## src/rtl/sweep_scheduler.sv

```systemverilog
// Calibration sequencer: sweeps the horizontal then vertical servo, records the pulse width at
// peak irradiance per axis, and parks each servo there before moving on.
module sweep_scheduler #(
    parameter int unsigned PW_MIN         = 5000,
    parameter int unsigned PW_MAX         = 25000,
    parameter int unsigned ADC_W          = 12,
    parameter int unsigned SETTLE_CYCLES  = 1000,
    parameter int unsigned TIMEOUT_CYCLES = 2000000,
    parameter int unsigned RECAL_CYCLES   = 5000000
) (
    input  logic             clk,
    input  logic             rst_n,
    input  logic             start,
    input  logic             abort,
    input  logic             auto,
    input  logic [ADC_W-1:0] light,
    input  logic             light_valid,
    input  logic [31:0]      pw_h,
    input  logic [31:0]      pw_v,
    output logic [1:0]       dir_h,
    output logic [1:0]       dir_v,
    output logic             en_h,
    output logic             en_v,
    output logic             es_h,
    output logic             es_v,
    output logic             mc_h,
    output logic             mc_v,
    output logic [31:0]      pwmax_h,
    output logic [31:0]      pwmax_v,
    output logic             busy,
    output logic             done,
    output logic             err,
    output logic [2:0]       state
);

    typedef enum logic [2:0] {
        StIdle    = 3'd0,
        StHSweep  = 3'd1,
        StHReturn = 3'd2,
        StHSettle = 3'd3,
        StVSweep  = 3'd4,
        StVReturn = 3'd5,
        StVSettle = 3'd6
    } state_e;

    localparam logic [1:0] DirStop = 2'b00;
    localparam logic [1:0] DirInc  = 2'b01;
    localparam logic [1:0] DirMax  = 2'b10;

    state_e           state_q, state_d;
    logic [ADC_W-1:0] best_q, best_d;
    logic [31:0]      pwmax_h_q, pwmax_h_d;
    logic [31:0]      pwmax_v_q, pwmax_v_d;
    logic [31:0]      phase_cnt_q, phase_cnt_d;
    logic [31:0]      idle_cnt_q, idle_cnt_d;
    logic             err_q, err_d;
    logic             done_q, done_d;
    logic             busy_q, busy_d;

    logic [1:0] dir_h_q, dir_h_d, dir_v_q, dir_v_d;
    logic       en_h_q, en_h_d, en_v_q, en_v_d;
    logic       es_h_q, es_h_d, es_v_q, es_v_d;
    logic       mc_h_q, mc_h_d, mc_v_q, mc_v_d;

    logic timeout;
    logic settle_done;
    logic recal;

    assign timeout     = (state_q != StIdle) && (phase_cnt_q == TIMEOUT_CYCLES - 1);
    assign settle_done = (phase_cnt_q == SETTLE_CYCLES - 1);
    assign recal       = auto && (idle_cnt_q == RECAL_CYCLES - 1);

    always_comb begin
        state_d    = state_q;
        best_d     = best_q;
        pwmax_h_d  = pwmax_h_q;
        pwmax_v_d  = pwmax_v_q;
        err_d      = err_q;
        done_d     = 1'b0;
        idle_cnt_d = 32'd0;

        // Abort outranks everything, then the watchdog, then normal sequencing.
        if (abort) begin
            state_d = StIdle;
        end else if (timeout) begin
            state_d = StIdle;
            err_d   = 1'b1;
        end else begin
            unique case (state_q)
                StIdle: begin
                    if (auto) idle_cnt_d = idle_cnt_q + 32'd1;
                    if (start || recal) begin
                        state_d    = StHSweep;
                        err_d      = 1'b0;
                        best_d     = '0;
                        pwmax_h_d  = 32'(PW_MIN);
                        idle_cnt_d = 32'd0;
                    end
                end
                StHSweep: begin
                    if (light_valid) begin
                        if (light > best_q) begin
                            best_d    = light;
                            pwmax_h_d = pw_h;
                        end
                        if (pw_h >= 32'(PW_MAX)) state_d = StHReturn;
                    end
                end
                StHReturn: begin
                    if (pw_h == pwmax_h_q) state_d = StHSettle;
                end
                StHSettle: begin
                    if (settle_done) begin
                        state_d   = StVSweep;
                        best_d    = '0;
                        pwmax_v_d = 32'(PW_MIN);
                    end
                end
                StVSweep: begin
                    if (light_valid) begin
                        if (light > best_q) begin
                            best_d    = light;
                            pwmax_v_d = pw_v;
                        end
                        if (pw_v >= 32'(PW_MAX)) state_d = StVReturn;
                    end
                end
                StVReturn: begin
                    if (pw_v == pwmax_v_q) state_d = StVSettle;
                end
                StVSettle: begin
                    if (settle_done) begin
                        state_d = StIdle;
                        done_d  = 1'b1;
                    end
                end
                default: state_d = StIdle;
            endcase
        end

        if (state_q == StIdle || state_d != state_q) begin
            phase_cnt_d = 32'd0;
        end else begin
            phase_cnt_d = phase_cnt_q + 32'd1;
        end

        busy_d = (state_d != StIdle);
    end

    // Servo controls are decoded from the current state, so they follow a transition by one cycle.
    always_comb begin
        dir_h_d = DirStop;
        dir_v_d = DirStop;
        en_h_d  = 1'b0;
        en_v_d  = 1'b0;
        es_h_d  = 1'b0;
        es_v_d  = 1'b0;
        mc_h_d  = 1'b0;
        mc_v_d  = 1'b0;
        unique case (state_q)
            StHSweep: begin
                dir_h_d = DirInc;
                en_h_d  = 1'b1;
                es_h_d  = 1'b1;
            end
            StHReturn, StHSettle: begin
                dir_h_d = DirMax;
                en_h_d  = 1'b1;
                mc_h_d  = 1'b1;
            end
            StVSweep: begin
                dir_v_d = DirInc;
                en_v_d  = 1'b1;
                es_v_d  = 1'b1;
            end
            StVReturn, StVSettle: begin
                dir_v_d = DirMax;
                en_v_d  = 1'b1;
                mc_v_d  = 1'b1;
            end
            default: ;
        endcase
    end

    always_ff @(posedge clk or negedge rst_n) begin
        if (!rst_n) begin
            state_q     <= StIdle;
            best_q      <= '0;
            pwmax_h_q   <= 32'(PW_MIN);
            pwmax_v_q   <= 32'(PW_MIN);
            phase_cnt_q <= 32'd0;
            idle_cnt_q  <= 32'd0;
            err_q       <= 1'b0;
            done_q      <= 1'b0;
            busy_q      <= 1'b0;
            dir_h_q     <= DirStop;
            dir_v_q     <= DirStop;
            en_h_q      <= 1'b0;
            en_v_q      <= 1'b0;
            es_h_q      <= 1'b0;
            es_v_q      <= 1'b0;
            mc_h_q      <= 1'b0;
            mc_v_q      <= 1'b0;
        end else begin
            state_q     <= state_d;
            best_q      <= best_d;
            pwmax_h_q   <= pwmax_h_d;
            pwmax_v_q   <= pwmax_v_d;
            phase_cnt_q <= phase_cnt_d;
            idle_cnt_q  <= idle_cnt_d;
            err_q       <= err_d;
            done_q      <= done_d;
            busy_q      <= busy_d;
            dir_h_q     <= dir_h_d;
            dir_v_q     <= dir_v_d;
            en_h_q      <= en_h_d;
            en_v_q      <= en_v_d;
            es_h_q      <= es_h_d;
            es_v_q      <= es_v_d;
            mc_h_q      <= mc_h_d;
            mc_v_q      <= mc_v_d;
        end
    end

    assign dir_h   = dir_h_q;
    assign dir_v   = dir_v_q;
    assign en_h    = en_h_q;
    assign en_v    = en_v_q;
    assign es_h    = es_h_q;
    assign es_v    = es_v_q;
    assign mc_h    = mc_h_q;
    assign mc_v    = mc_v_q;
    assign pwmax_h = pwmax_h_q;
    assign pwmax_v = pwmax_v_q;
    assign busy    = busy_q;
    assign done    = done_q;
    assign err     = err_q;
    assign state   = state_q;

endmodule

```

## config.mk

```make
export PLATFORM = sky130hd
export DESIGN_NAME = sweep_scheduler
export DESIGN_NICKNAME = d
export VERILOG_FILES = /design/src/rtl/sweep_scheduler.sv
export SDC_FILE = /design/constraint.sdc
export NUM_CORES = 1
export LEC_CHECK = 0
export CAP_MARGIN = 40
export CORE_ASPECT_RATIO = 0.6
export CORE_MARGIN = 3
export CORE_UTILIZATION = 45
export DETAILED_ROUTE_END_ITERATION = 12
export HOLD_SLACK_MARGIN = 0.06
export PLACE_DENSITY = 0.8
export SKIP_CTS_REPAIR_TIMING = 1
export SYNTH_ARGS = -nofsm -noshare
export SYNTH_HDL_FRONTEND = slang
export SYNTH_SLANG_ARGS = --single-unit
```

## constraint.sdc

```tcl
create_clock -name clk -period 6.4 [get_ports clk]
set_input_delay 1.28 -clock clk [delete_from_list [all_inputs] [get_ports clk]]
set_output_delay 1.28 -clock clk [all_outputs]
set_load 0.05 [all_outputs]
```

==> results of run 1 <==
[power breakdown]
part,internal (mW),switching (mW)
Clock,0.595,0.440
Sequential,1.02,0.0417
Combinational,0.198,0.316
[cells in the mapped netlist, types with 13 or more instances]
library cell / n
xor2_1: 69
nor4_1: 24
a21oi_1: 39
dfrtp_1: 144
xnor2_1: 53
ha_1: 14
and3_1: 19
nand2_1: 93
nand3_1: 24
clkbuf_1: 13
inv_1: 80
nor2_1: 49
mux2i_1: 59
nand4_1: 23
[tightest hold or removal path: stages, from the launching register on]
cell     delay, ns
dfstp_2       0.38
inv_1         0.04
mux2i_1       0.05
[layer usage]
layer  routed length, µm  vias up  global-route usage, %
li1                    -     3221                      -
met1               10800     3311                   33.0
met2                9450      240                   31.8
met3                1740       17                   6.43
met4                 227        0                   4.46
met5                   0        -                      0
[stage by stage]
| step | std cells | worst slack (ns) |
|---|---|---|
| floorplan | 853 | 3.01 |
| global placement | 1226 | 1.82 |
| detailed placement | 1230 | 1.91 |
| CTS | 1262 | 2.35 |
| global route | 1262 | 2.18 |
| finish | 1262 | 2.34 |
[sequential cells by signal, summed over array words and instances (netlist names), 3 cells and up]
name,flops
pwmax_v,32
idle_cnt_q,32
state,3
pwmax_h,32
phase_cnt_q,32
best_q,12
[cell families after synthesis]
group / count (synthesis) / synth area share [%]
buf+inv: 115 / 6.08
flops: 154 / 45.9
fa+ha+maj: 15 / 2.20
simple gates: 293 / 18.1
xor+xnor: 122 / 12.7
mux: 64 / 7.69
compound gates: 90 / 7.32
[final cells by class]
| cell class | instances | area, µm² | area share [%] |
|---|---|---|---|
| Sequential cell | 154 | 3870 | 35.7 |
| Inverter | 81 | 304 | 2.80 |
| Clock buffer | 18 | 439 | 4.05 |
| Timing Repair Buffer | 171 | 1720 | 15.9 |
| Clock inverter | 14 | 163 | 1.50 |
| Tap cell | 240 | 300 | 2.77 |
| Multi-Input combinational cell | 584 | 4050 | 37.4 |
[final timing paths]
kind | endpoint | from | slack [ns] | depth (start not counted)
hold reg to reg | pwmax_h[7]$_DFFE_PN1P_ | pwmax_h[7]$_DFFE_PN1P_ | 0.48 | 2
setup / recovery | pwmax_v[12]$_DFFE_PN1P_ | light[1] | 2.34 | 10
max in group asynchronous | pwmax_v[10]$_DFFE_PN0P_ | rst_n | 4.33 | 3
min in group asynchronous | best_q[5]$_DFFE_PN0P_ | rst_n | 0.65 | 1
setup reg to reg | pwmax_v[12]$_DFFE_PN1P_ | best_q[1]$_DFFE_PN0P_ | 3.29 | 10
hold / removal | pwmax_h[7]$_DFFE_PN1P_ | pwmax_h[7]$_DFFE_PN1P_ | 0.48 | 2
==> impl_summary.md, run 1 <==
Setup path
The total buffers and inverters traversed by the critical path is 2. The critical path goes through clkdlybuf4s50_1 -> ha_1 -> nor2b_1 -> o21a_1 -> o21ai_1 -> a211oi_1 -> o31ai_1 -> o22a_2 -> buf_12 -> mux2_1. The critical path data arrival time is 4.41 ns. On the critical path, the stage with the largest delay is an instance of o31ai_1. For the worst setup path, the data required time is 6.75 ns.

The critical path is of the primary input to flip-flop type. The category of the worst setup path capture point is a flip-flop. The sort of element at the start of the critical path is a primary input. On the worst path, the slowest cell contributes a delay of 0.64 ns. The cell type group with the largest total delay on the critical path is compound AO/OA/AOI/OAI gates. Of all nets on the critical path, the largest fanout is 22.

Finish
The finished cells cover 10,800 µm². The library cells used most frequently in the layout, excluding fill and tap cells, are clkdlybuf4s50_1, dfrtp_1, nand2_1. Leaving out fill and tap cells, the most frequent cell in the layout is clkdlybuf4s50_1. For this run, the share of the core covered by cells in the final layout is 59.6%. After filler insertion, the fill cell instance count of the layout stands at 1,557.

The number of nets at the end of the flow is 1,105. The layout cell share with drive strength beyond 1 is 6.65%. The number of antenna cells inserted is 0.

From synthesis to final layout, the design area changed by 28.9%.

Detailed routing
The initial DRC count is 455. Using the TritonRoute via totals, the vias-per-cell ratio works out to 5.38. For this run, the detailed router's first-pass iteration total came to 5.

In this run the remaining antenna-violating nets after routing total 0. In the routed design, unresolved DRC markers number 0. Wires add up to 22,300 µm. The wire length per cell after detailed routing is 17.6 µm.

The detailed-route via count is 6,789.

Synthesis
The number of enable-type register cells in the synthesized netlist is 0. The count of mapped cells out of synthesis is 853. For this run, asynchronously set or reset flops after synthesis account for 100%.

The primary flip-flop cell chosen by synthesis mapping is dfrtp_1. Sorting the synthesized cells by area gives the leading types as dfrtp_1, xor2_1, mux2i_1. The synthesized netlist contains 60 unique library cells. The sequential fraction of the synthesis area is 45.9%. Summing every instance area after synthesis gives 8410 µm². During synthesis, Yosys emitted a total of 0 warnings. The area share of the largest cell type after synthesis is 42.8%. The cell accounting for the most synthesized area is dfrtp_1.

The post-synthesis area per instance is 9.86 µm². The number of storage elements in the synthesis netlist is 154. The number of nets in the synthesized netlist is 949.

Floorplanning
The initial core utilization is 46.2%. Pin placement for this block handled 162 I/O pins. In this run the horizontal extent of the chip is 183 µm. The floorplan step defined a die boundary enclosing 20,400 µm².

The core region is 18,200 µm². The initialized floorplan defines 38 standard-cell rows. The die is 112 µm tall.

Clocking
In this run, CTS created clock tree buffers numbering 17. The clock transition at the registers of the reported paths is 0.07 ns. The depth of the CTS H-tree is 4. The insertion delay of the later-clocked pin in the worst-skew pair is 0.43 ns.

The number of clock sinks seen by CTS is 154. CTS placed an instance of clkbuf_16 at the clock tree root. TritonCTS built the clock tree. In this run the deepest clock path goes through 2 buffers.

Pwr
The design draws 2.61 mW. The leakage power is 4.66 nW. Power spread over the standard cell area amounts to 241 nW/µm².

VDD sags by at most 0.160 mV.

Timing
The worst slack on hold paths is 0.484 ns. The worst slew margin relative to its limit is 45.3%. Setup repair after global routing left no endpoint under its margin.

Setup total negative slack on the finished layout was measured at 0 ns. Static timing analysis puts the maximum clock frequency at 246 MHz. The number of setup violations in the final report is 0.

The final hold violation count is 0. The share of the clock period used by the worst path is 63.5%. The number of pins with negative max-slew slack in the final report is 0. Subtracting the final worst setup slack from the clock period gives 4.06 ns. For the pin with the worst max-slew slack, the measured transition is 0.816 ns. The final setup skew is 0.0123 ns.

Global route
The number of global-route vias before repair is 6,879. The first-pass GRT wire length is 36,000 µm. Entering global routing, the biggest net connects 93 pins. The total congestion overflow is 0. The number of antenna violations at the first check in global routing is 0. The global routing usage summed across all routing layers is 22.0%.

Placement
The placer's final routability congestion estimate is 0.831. The half-perimeter wire length after placement is 16,000 µm. In this run the tool buffered the top-level ports with 161 buffer cells.

The post-placement cell area is 10,200 µm².

Job
The count of max-cap constraint violations is 0.

Min path
The tightest min-delay check is of the flip-flop to flip-flop type.

Outcome
The run finished with clean final reports.
Note: power is estimated with default switching activity, not from simulation.
==> run 2, diff against run 1 <==
clock period = 4.26 ns   (was 6.4 ns; I/O delays follow)
==> impl_summary.md, run 2 (synthesis gave the netlist of run 1 again) <==
Outcome
The flow ran to the end, and the final reports show no timing, DRC or antenna violations.

Global route
The total congestion overflow is 0 (unchanged). The pin count of the biggest net entering global routing was 68 (-27%). The number of antenna violations at the first check in global routing came to 0 (unchanged). The first-pass GRT wire length is 36,800 µm (+2.1%). The number of global-route vias before repair is 6,978 (+1.4%). The global routing usage summed across all routing layers is 22.4% (+0.39 points).

Finish
The final standard cell count with taps included and fillers excluded is 1,266 (+0.32%). In the layout the commonest cells are clkdlybuf4s50_1, dfrtp_1, nand2_1. The number of filler instances in the final layout was 1,532 (-1.6%).

The number of nets at the end of the flow is 1,109 (+0.36%). The layout cell share with drive strength beyond 1 is 7.02% (+0.36 points). Compared with the post-synthesis result, the final layout area differs by 29.0%. The number of antenna cells inserted is 0 (unchanged). The commonest non-fill, non-tap cell in the layout is clkdlybuf4s50_1.

Setup path
The worst path required time is 4.60 ns (-2.15 ns). The critical path data arrival time is 3.67 ns (-0.74 ns). The number of cell instances on the worst register-to-register path is 8 (-2). The biggest fanout along the worst timing path is 32 (+45%). The cell type group with the largest total delay on the critical path is compound AO/OA/AOI/OAI gates. The library cell appearing most often on the critical path is buf_4. The category of the worst setup path capture point is a flip-flop.

The sort of element at the start of the critical path is a primary input. The critical path goes through clkdlybuf4s50_1 -> nor4_1 -> nand4_1 -> a211oi_1 -> buf_4 -> nor3_1 -> a2111oi_0 -> o2111ai_2 -> buf_4 -> a21boi_0. The delay contributed by the slowest stage of the critical path came to 0.52 ns (-0.12 ns). For this design, the slowest cell found on the critical path is clkdlybuf4s50_1. The total buffers and inverters traversed by the critical path is 3 (+1). The worst setup path is of the primary input to flip-flop kind.

The critical path depth in cells came to 10 (unchanged).

Clocking
The TritonCTS clock tree is built. The depth of the CTS H-tree is 4 (unchanged). The insertion delay of the later-clocked pin in the worst-skew pair was 0.43 ns (about the same).

The number of clock sinks seen by CTS is 154 (unchanged). The root buffer cell chosen for the clock tree is clkbuf_16. The clock transition at the registers of the reported paths is 0.07 ns (about the same). The total clock buffers created by CTS is 17 (unchanged). The buffer depth of the longest clock path was 2 (unchanged).

Detailed routing
The met3 wire length is 2050 µm (+17%). The post-detailed-route via-to-cell ratio is 5.42 (+0.68%). The wire length per cell after detailed routing was 18.0 µm (+1.8%). The remaining antenna violation count after routing is 0 (unchanged). The final routed DRC violation total was 0 (unchanged). The initial DRC count came to 602 (+32%). The top metal layer carrying routed signals is met4. The final wirelength is 22,700 µm (+2.1%). The first-pass iteration count of the detailed router is 5 (unchanged). The met2 layer wire length in the routed design is 9490 µm (+0.37%). The detailed-route via count is 6,857 (+1.0%). The wire length the detailed router placed on met1 came to 11,000 µm (+1.0%).

Pwr
The worst ir drop on vdd came to 0.283 mV (+77%). The leakage power is 4.68 nW (+0.40%). The power density over cell area was 361 nW/µm² (+50%).

Placement
The half-perimeter wire length after placement is 16,500 µm (+3.1%). The total instance count after detailed placement came to 1,234 (+0.33%). The placer's final routability congestion estimate is 0.872 (+4.9%). The count of port buffers added during placement came to 161 (unchanged).

Timing
Of the available clock period, the critical path in the final layout requires 78.4%. The maximum operating frequency is 300 MHz. The final hold violation count came to 0 (unchanged).

The number of pins with negative max-slew slack in the final report is 0 (unchanged). The worst-margin pin slew is 0.696 ns (-0.120 ns). The setup TNS after final layout is 0 ns (unchanged).

The worst slew margin relative to its limit is 53.6% (+8.3 points). For the finished layout, the period the worst path requires is 3.34 ns. Setup repair after global routing left no endpoint under its margin. The number of setup violations in the final report is 0 (unchanged).

The final setup skew is 0.0142 ns (+0.00192 ns).

Min path
The worst hold path belongs to the class primary input to asynchronous set/reset pin.

Job
The count of max-cap constraint violations is 0 (unchanged).

Floorplanning
The number of core rows is 38 (unchanged). The number of placed I/O pins was 162 (unchanged). The standard cell core area is 18,200 µm² (unchanged).

The width of the chip is 183 µm (unchanged). The area of the die is 20,400 µm² (unchanged). The initial core utilization is 46.2% (unchanged).

The vertical die dimension was 112 µm (unchanged).
run 2: cell types whose count changed in the layout (fill, tap and decap cells not counted), moves of 2 or more:
cell        change
buf_4           +4
inv_8           +4
clkinvlp_4      -2
inv_6           +3
clkinv_4        -2
run 2: cell type report:
cell class | instances | area, µm² | share of cell area (%)
tap | 240 | 300 | 2.77
timing repair buffer | 175 | 1740 | 16.1
sequential | 154 | 3870 | 35.6
inverter | 81 | 304 | 2.80
multi-input combinational | 584 | 4050 | 37.3
clock inverter | 15 | 166 | 1.53
clock buffer | 17 | 425 | 3.92
run 2: power by group:
part           internal, mW  switching [mW]  total [mW]
clock                 0.841           0.700        1.54
combinational         0.300           0.470       0.770
sequential             1.54          0.0686        1.60
total                  2.68            1.24        3.91
run 2: per-stage QoR:
step / utilization [%] / hold WS, ns / power [mW] / setup WS, ns / cell area, µm²
6_report: 59.6 / 0.395 / 3.91 / 0.922 / 10900
5_1_grt: 59.6 / 0.437 / 4.07 / 0.725 / 10900
4_1_cts: 59.6 / 0.429 / 3.95 / 0.932 / 10900
3_5_place_dp: 56.4 / 0.474 / 2.40 / 0.538 / 10300
3_3_place_gp: 56.3 / 0.466 / 2.39 / 0.569 / 10300
2_1_floorplan: - / 0.442 / 2.06 / 1.29 / 8410
run 2: worst paths after layout:
kind	startpoint	to	slack, ns
max	pw_h[15]	phase_cnt_q[1]$_DFF_PN0_	0.92
min	rst_n	best_q[9]$_DFFE_PN0P_	0.40
max reg2reg	state[1]$_DFF_PN0_	pwmax_v[22]$_DFFE_PN0P_	1.36
min reg2reg	pwmax_h[12]$_DFFE_PN1P_	pwmax_h[12]$_DFFE_PN1P_	0.48
max in group asynchronous	rst_n	pwmax_v[9]$_DFFE_PN1P_	2.91
min in group clk	pwmax_h[12]$_DFFE_PN1P_	pwmax_h[12]$_DFFE_PN1P_	0.48
run 2: per-layer routing:
layer  vias to the layer above  global-route usage [%]
met1                      3336                    33.0
met5                         -                       0
li1                       3231                       -
met4                         0                    4.97
met2                       266                    32.5
met3                        24                    6.95
